`src/rtl/collision_pkg.sv`:
```
// Shared constants and types for the SHA-1 collision search engine.
// Used by the message collector, the searcher and the instruction wrapper.
package collision_pkg;

  localparam int MSG_W = 512;

  localparam logic [31:0] IV0 = 32'h67452301;
  localparam logic [31:0] IV1 = 32'hEFCDAB89;
  localparam logic [31:0] IV2 = 32'h98BADCFE;
  localparam logic [31:0] IV3 = 32'h10325476;
  localparam logic [31:0] IV4 = 32'hC3D2E1F0;

  localparam logic [31:0] K0 = 32'h5A827999;
  localparam logic [31:0] K1 = 32'h6ED9EBA1;
  localparam logic [31:0] K2 = 32'h8F1BBCDC;
  localparam logic [31:0] K3 = 32'hCA62C1D6;

  localparam logic [6:0] LAST_ROUND = 7'd79;

  typedef enum logic [2:0] {
    ST_IDLE,
    ST_ROUND,
    ST_CHECK,
    ST_FOUND,
    ST_EXHAUSTED
  } state_e;

  function automatic logic [31:0] rotl(
    input logic [31:0] x,
    input int unsigned n
  );
    return (x << n) | (x >> (32 - n));
  endfunction

endpackage

```
`src/rtl/sha1_round.sv`:
```
// One combinational SHA-1 round: f/K picked from the round index.
// Shared by any SHA-1 datapath in the instruction.
module sha1_round
  import collision_pkg::*;
(
  input  logic [31:0] a,
  input  logic [31:0] b,
  input  logic [31:0] c,
  input  logic [31:0] d,
  input  logic [31:0] e,
  input  logic [31:0] w,
  input  logic [6:0]  t,
  output logic [31:0] a_n,
  output logic [31:0] b_n,
  output logic [31:0] c_n,
  output logic [31:0] d_n,
  output logic [31:0] e_n
);

  logic [31:0] f;
  logic [31:0] k;

  always_comb begin
    f = b ^ c ^ d;
    k = K3;
    unique case (1'b1)
      (t < 7'd20): begin
        f = (b & c) | (~b & d);
        k = K0;
      end
      (t >= 7'd20 && t < 7'd40): begin
        f = b ^ c ^ d;
        k = K1;
      end
      (t >= 7'd40 && t < 7'd60): begin
        f = (b & c) | (b & d) | (c & d);
        k = K2;
      end
      default: begin
        f = b ^ c ^ d;
        k = K3;
      end
    endcase
  end

  assign a_n = rotl(a, 5) + f + e + k + w;
  assign b_n = a;
  assign c_n = rotl(b, 30);
  assign d_n = c;
  assign e_n = d;

endmodule

```
`src/rtl/collision_searcher.sv`:
```
// Brute-force SHA-1 search: one round per cycle, one candidate per 81 cycles,
// stops when H0 of the candidate block equals the target.
module collision_searcher
  import collision_pkg::*;
#(
  parameter logic [31:0] SEARCH_LENGTH = 32'hFFFFFFFF
) (
  input  logic             clk,
  input  logic             reset,
  input  logic             start,
  input  logic [31:0]      target,
  input  logic [MSG_W-1:0] message,
  input  logic [31:0]      counter,
  output logic [31:0]      digests_computed,
  output logic             done,
  output logic [31:0]      result,
  output logic             exhausted
);

  state_e state_q, state_d;

  logic [6:0]  t_q, t_d;
  logic [31:0] a_q, a_d;
  logic [31:0] b_q, b_d;
  logic [31:0] c_q, c_d;
  logic [31:0] d_q, d_d;
  logic [31:0] e_q, e_d;
  logic [31:0] w_q [16];
  logic [31:0] w_d [16];

  logic [479:0] msg_q, msg_d;
  logic [31:0]  target_q, target_d;
  logic [31:0]  cand_q, cand_d;
  logic [31:0]  rem_q, rem_d;
  logic [31:0]  dig_q, dig_d;
  logic [31:0]  result_q, result_d;
  logic         done_q, done_d;
  logic         exh_q, exh_d;

  logic [31:0]  ra, rb, rc, rd, re;
  logic [31:0]  w_new;
  logic [31:0]  h0;
  logic [479:0] msg_src;
  logic         reload;

  logic unused_low_word;
  assign unused_low_word = ^message[31:0];

  sha1_round u_round (
    .a   (a_q),
    .b   (b_q),
    .c   (c_q),
    .d   (d_q),
    .e   (e_q),
    .w   (w_q[0]),
    .t   (t_q),
    .a_n (ra),
    .b_n (rb),
    .c_n (rc),
    .d_n (rd),
    .e_n (re)
  );

  // Window holds W[t..t+15]; the incoming word is W[t+16].
  assign w_new = rotl(w_q[13] ^ w_q[8] ^ w_q[2] ^ w_q[0], 1);
  assign h0 = a_q + IV0;
  assign msg_src = start ? message[511:32] : msg_q;

  always_comb begin
    state_d  = state_q;
    t_d      = t_q;
    a_d      = a_q;
    b_d      = b_q;
    c_d      = c_q;
    d_d      = d_q;
    e_d      = e_q;
    w_d      = w_q;
    msg_d    = msg_q;
    target_d = target_q;
    cand_d   = cand_q;
    rem_d    = rem_q;
    dig_d    = dig_q;
    result_d = result_q;
    done_d   = done_q;
    exh_d    = exh_q;
    reload   = 1'b0;

    if (start) begin
      msg_d    = message[511:32];
      target_d = target;
      cand_d   = counter;
      rem_d    = SEARCH_LENGTH;
      dig_d    = '0;
      done_d   = 1'b0;
      exh_d    = 1'b0;
      reload   = 1'b1;
      state_d  = ST_ROUND;
    end else begin
      case (state_q)
        ST_ROUND: begin
          a_d = ra;
          b_d = rb;
          c_d = rc;
          d_d = rd;
          e_d = re;
          for (int i = 0; i < 15; i++) w_d[i] = w_q[i+1];
          w_d[15] = w_new;
          t_d = t_q + 7'd1;
          if (t_q == LAST_ROUND) state_d = ST_CHECK;
        end
        ST_CHECK: begin
          dig_d = dig_q + 32'd1;
          rem_d = rem_q - 32'd1;
          if (h0 == target_q) begin
            result_d = cand_q;
            done_d   = 1'b1;
            state_d  = ST_FOUND;
          end else if (rem_q == 32'd1) begin
            exh_d   = 1'b1;
            state_d = ST_EXHAUSTED;
          end else begin
            cand_d  = cand_q + 32'd1;
            reload  = 1'b1;
            state_d = ST_ROUND;
          end
        end
        default: ;
      endcase
    end

    if (reload) begin
      a_d = IV0;
      b_d = IV1;
      c_d = IV2;
      d_d = IV3;
      e_d = IV4;
      t_d = '0;
      for (int i = 0; i < 15; i++) w_d[i] = msg_src[479-32*i -: 32];
      w_d[15] = cand_d;
    end
  end

  always_ff @(posedge clk) begin
    if (reset) begin
      state_q  <= ST_IDLE;
      t_q      <= '0;
      a_q      <= '0;
      b_q      <= '0;
      c_q      <= '0;
      d_q      <= '0;
      e_q      <= '0;
      w_q      <= '{default: '0};
      msg_q    <= '0;
      target_q <= '0;
      cand_q   <= '0;
      rem_q    <= '0;
      dig_q    <= '0;
      result_q <= '0;
      done_q   <= 1'b0;
      exh_q    <= 1'b0;
    end else begin
      state_q  <= state_d;
      t_q      <= t_d;
      a_q      <= a_d;
      b_q      <= b_d;
      c_q      <= c_d;
      d_q      <= d_d;
      e_q      <= e_d;
      w_q      <= w_d;
      msg_q    <= msg_d;
      target_q <= target_d;
      cand_q   <= cand_d;
      rem_q    <= rem_d;
      dig_q    <= dig_d;
      result_q <= result_d;
      done_q   <= done_d;
      exh_q    <= exh_d;
    end
  end

  assign digests_computed = dig_q;
  assign done             = done_q;
  assign result           = result_q;
  assign exhausted        = exh_q;

endmodule
```
`config.mk`:
```
export PLATFORM = sky130hd
export DESIGN_NAME = collision_searcher
export DESIGN_NICKNAME = d
export VERILOG_FILES = /design/src/rtl/collision_pkg.sv /design/src/rtl/sha1_round.sv /design/src/rtl/collision_searcher.sv
export SDC_FILE = /design/constraint.sdc
export NUM_CORES = 2
export LEC_CHECK = 0
export ABC_AREA = 1
export BUFFER_PORTS_ARGS = -buffer_cell sky130_fd_sc_hd__buf_4
export CAP_MARGIN = 25
export CORE_AREA = 2 2 426 428
export DETAILED_ROUTE_END_ITERATION = 7
export DIE_AREA = 0 0 428 430
export HOLD_SLACK_MARGIN = 0.06
export PLACE_DENSITY = 0.54
export SLEW_MARGIN = 40
export SYNTH_ARGS = -nofsm -noshare
export SYNTH_HDL_FRONTEND = slang
export SYNTH_SLANG_ARGS = --single-unit
```
`constraint.sdc`:
```
create_clock -name clk -period 12.7 [get_ports clk]
set_clock_uncertainty 0.15 [all_clocks]
set_input_delay 1.27 -clock clk [delete_from_list [all_inputs] [get_ports clk]]
set_output_delay 1.27 -clock clk [all_outputs]
set_load 0.005 [all_outputs]
```
==> summary.txt <==
Status
  – Status: finished, final reports clean

Power
  – Max rail drop VDD: approximately 89 uV
  – LEAKAGE: 31.9 nW
  – Power Density: about 150 nW/um^2

Route
  – Routed wire length: about 250 mm
  – Routed WL per cell: ~22 microns
  – Post-DR vias/cell: roughly 5
  – Vias: roughly 57000
  – Final ANT Viol Nets: 0
  – DR DRC count: 0
  – DR iter-0 viols: roughly 4600
  – Detailed Routing Iterations Pass 1: 5

Run
  – Max-cap violations: 0

Critical path
  – FF-to-FF Start: t_q[4]
  – Buffers & Inverters on Critical Path: 7
  – Crit Path Category: reg -> reg
  – Most frequent CP cell: nor2_1
  – Slowest CP cell: fa_1
  – R2R Setup Slk: 6.16 ns
  – Crit. End Element: flip-flop
  – CP startpoint kind: flip-flop
  – CP peak stage delay: about 0.54 ns
  – R2R depth: 27
  – Critical Path AT: 7.11 ns
  – Critical path launch point: t_q[4]
  – Critical Path RT: around 13 ns
  – Crit path max fanout: 18
  – Top delay family on crit path: simple AND/OR/NAND/NOR gates
  – FF-to-FF End: a_q[24]

Clocking
  – CTS Buffer Depth: 3
  – Clk slew on worst S/H paths: 0.06 ns
  – CTS buffer count: between 150 and 200
  – CTS Hold Bufs: 0
  – Worst-Skew Late Latency: roughly 0.82 ns
  – Post-CTS sizing: 0
  – TritonCTS clock tree: done
  – H-tree depth: 4
  – Number of clock sinks: between 1000 and 1500
  – Post-CTS setup buffer count: 0
  – Clk root buf: clkbuf_16

Global route
  – Total grt overflow: 0
  – GRT Overall Usage: about a quarter
  – Vias in the first global route: approximately 55000
  – First-pass GRT wire length: approximately 360 mm
  – Largest net degree at the start of global routing: ~240
  – Initial antenna violation count: 15

Die
  – Die Y: between 400 and 500 microns
  – Row Count: around 160
  – Die area: between 150000 and 200000 sq um
  – # IOs: approximately 650
  – Core area: roughly 180000 sq um
  – DIE WIDTH: about 430 microns
  – Starting Density: about a third

Synthesis
  – Synth top area cells: dfxtp_1 42%, nand2_1 12%, inv_1 5.9%
  – Cell area after synthesis: around 62000 sq um
  – Syn_nets: a little over 9000
  – Top-count cell post-synth: nand2_1
  – FF+latch count, synth: approximately 1300
  – Post-Syn Instances: 8519
  – Top post-synthesis cells by count: 1961 x nand2_1, 1324 x dfxtp_1, 985 x inv_1, 854 x nor2_1, 674 x o21ai_0
  – Synth top area share: 42.4%
  – Post-synth top flop: dfxtp_1
  – Synth Area per Inst: 7.33 sq um
  – Leading area contributor after synthesis: dfxtp_1
  – YS warnings: 0
  – Sequential-to-total area share from yosys stat: 42.4%
  – Post-synth EDFFs: 0
  – FFs w/ async S/R, synth: 0%
  – Distinct cells, synth: between 50 and 60

Place
  – Placed Cells: 11100
  – DP HPWL: 177 mm
  – Pre-CTS setup slack: 6.05 ns
  – Placer Congestion: around 0.90
  – # port buffers: 612

Timing
  – Peak Freq: ~150 MHz
  – Final Hold Viols: 0
  – Setup Total Neg Slack: 0 ns
  – Period minus WS final: about 6.5 ns
  – Final period util: around 50%
  – Least-Margin Pin Slew: 0.880 ns
  – RSZ-0062 raised after global routing: no
  – Slew Viols, Final: 0
  – PnR worst setup slack: ~6.2 ns
  – Final setup vio count: 0
  – Max transition margin: slightly above 40%

Final layout
  – Post-route insts no fill: around 11000
  – Proportion of layout cells with a drive suffix above 1: ~16%
  – Nets: 9580
  – Syn-to-layout area delta: 18.2%

Worst hold path
  – Hold Crit Start: result[30]
  – Hold Path Class: reg -> reg
  – Hold path depth: 2
  – WHS Endpoint: result[30]
[worst max path at each step]
stage / slack, ns / to / depth (start not counted)
floorplan: 7.93 / a_q[28] / 20
global placement: 6.08 / w_q[10] / 18
detailed placement: 6.05 / a_q[22] / 24
CTS: 6.07 / a_q[22] / 24
global route: 5.78 / a_q[26] / 23
finish: 6.16 / a_q[24] / 27
[registers in the layout, indices dropped and copies added (netlist names)]
register          count
cand_q               32
result               32
rem_q                32
digests_computed     32
target_q             32
done                  1
exhausted             1
state_q               3
b_q                  32
d_q                  32
w_q                 512
t_q                   7
e_q                  32
a_q                  32
msg_q               480
c_q                  32
[worst register-to-register path, delay by kind of cell, from the launching register on]
kind	cells	cell delay [ns]
AO/OA/AOI/OAI	6	1.15
adder cells (fa/ha/maj)	2	0.89
buffers and inverters	7	1.90
flip-flops	1	0.36
AND/OR/NAND/NOR	12	2.01
[metal layers]
metal  vias to the layer above  GRT usage [%]  wire, microns
li1                      27900              -              -
met1                     27300           31.9         102000
met2                      1600           43.3         116000
met3                       415           3.09          11100
met4                        12           14.6          15400
met5                         -              0             76
[final cells by class]
cell class / count / area [sq um]
Inverter: 1010 / 3820
Timing Repair Buffer: 675 / 5380
Antenna cell: 4 / 10.0
Fill cell: 18700 / 106000
Clock inverter: 49 / 612
Sequential cell: 1324 / 26500
Multi-Input combinational cell: 5677 / 30100
Clock buffer: 226 / 4410
Tap cell: 2370 / 2970
[layout by cell type, fill, tap and decap left out, types with 7 or more instances in the layout]
cell       count
nand2_1     1960
a22o_1        32
nor4_1        22
nor2_1       850
mux2i_1       73
o21ai_0      673
clkbuf_1      42
nand3_1      188
xor2_1        77
nand3b_1      10
o211ai_1      72
o21a_1        11
ha_1          51
nand4_1       94
o22ai_1       20
nor3_1        48
buf_6         15
a31oi_1      394
a22oi_1       28
o21bai_1       8
inv_2         20
or2_2        438
a211oi_1      63
clkbuf_8      31
a21boi_0       8
inv_1        978
xnor2_1      110
buf_12        10
buf_4        642
o221ai_1      12
a21o_1         7
a21oi_1      272
clkbuf_16    153
fa_1         111
dfxtp_1     1324
clkinv_2      26
clkinv_1       7
[cells by family after synthesis]
logic type               synth area share (%)
AND/OR/NAND/NOR                          24.8
AO/OA/AOI/OAI                            15.0
buffers and inverters                    9.39
flip-flops                               42.4
XOR/XNOR                                 2.62
adder cells (fa/ha/maj)                  4.58
multiplexers                             1.17
[through the flow]
stage               hold slack [ns]  instance area (sq um)  total power [mW]  utilization [%]
floorplan                     0.290                  62400              5.83                -
global placement              0.286                  68500              6.49             38.1
detailed placement            0.289                  68600              6.51             38.2
CTS                           0.297                  73700              11.0             41.0
global route                  0.309                  73800              11.4             41.1
finish                        0.293                  73800              10.9             41.1
[power by group]
part	total, mW	leakage [nW]	switching [mW]	internal [mW]
combinational	1.80	18.5	1.12	0.680
clock	4.45	2.46	1.92	2.53
sequential	4.65	10.9	0.223	4.42
total	10.9	31.9	3.26	7.64
No activity file was read; power rests on OpenSTA's default activity.
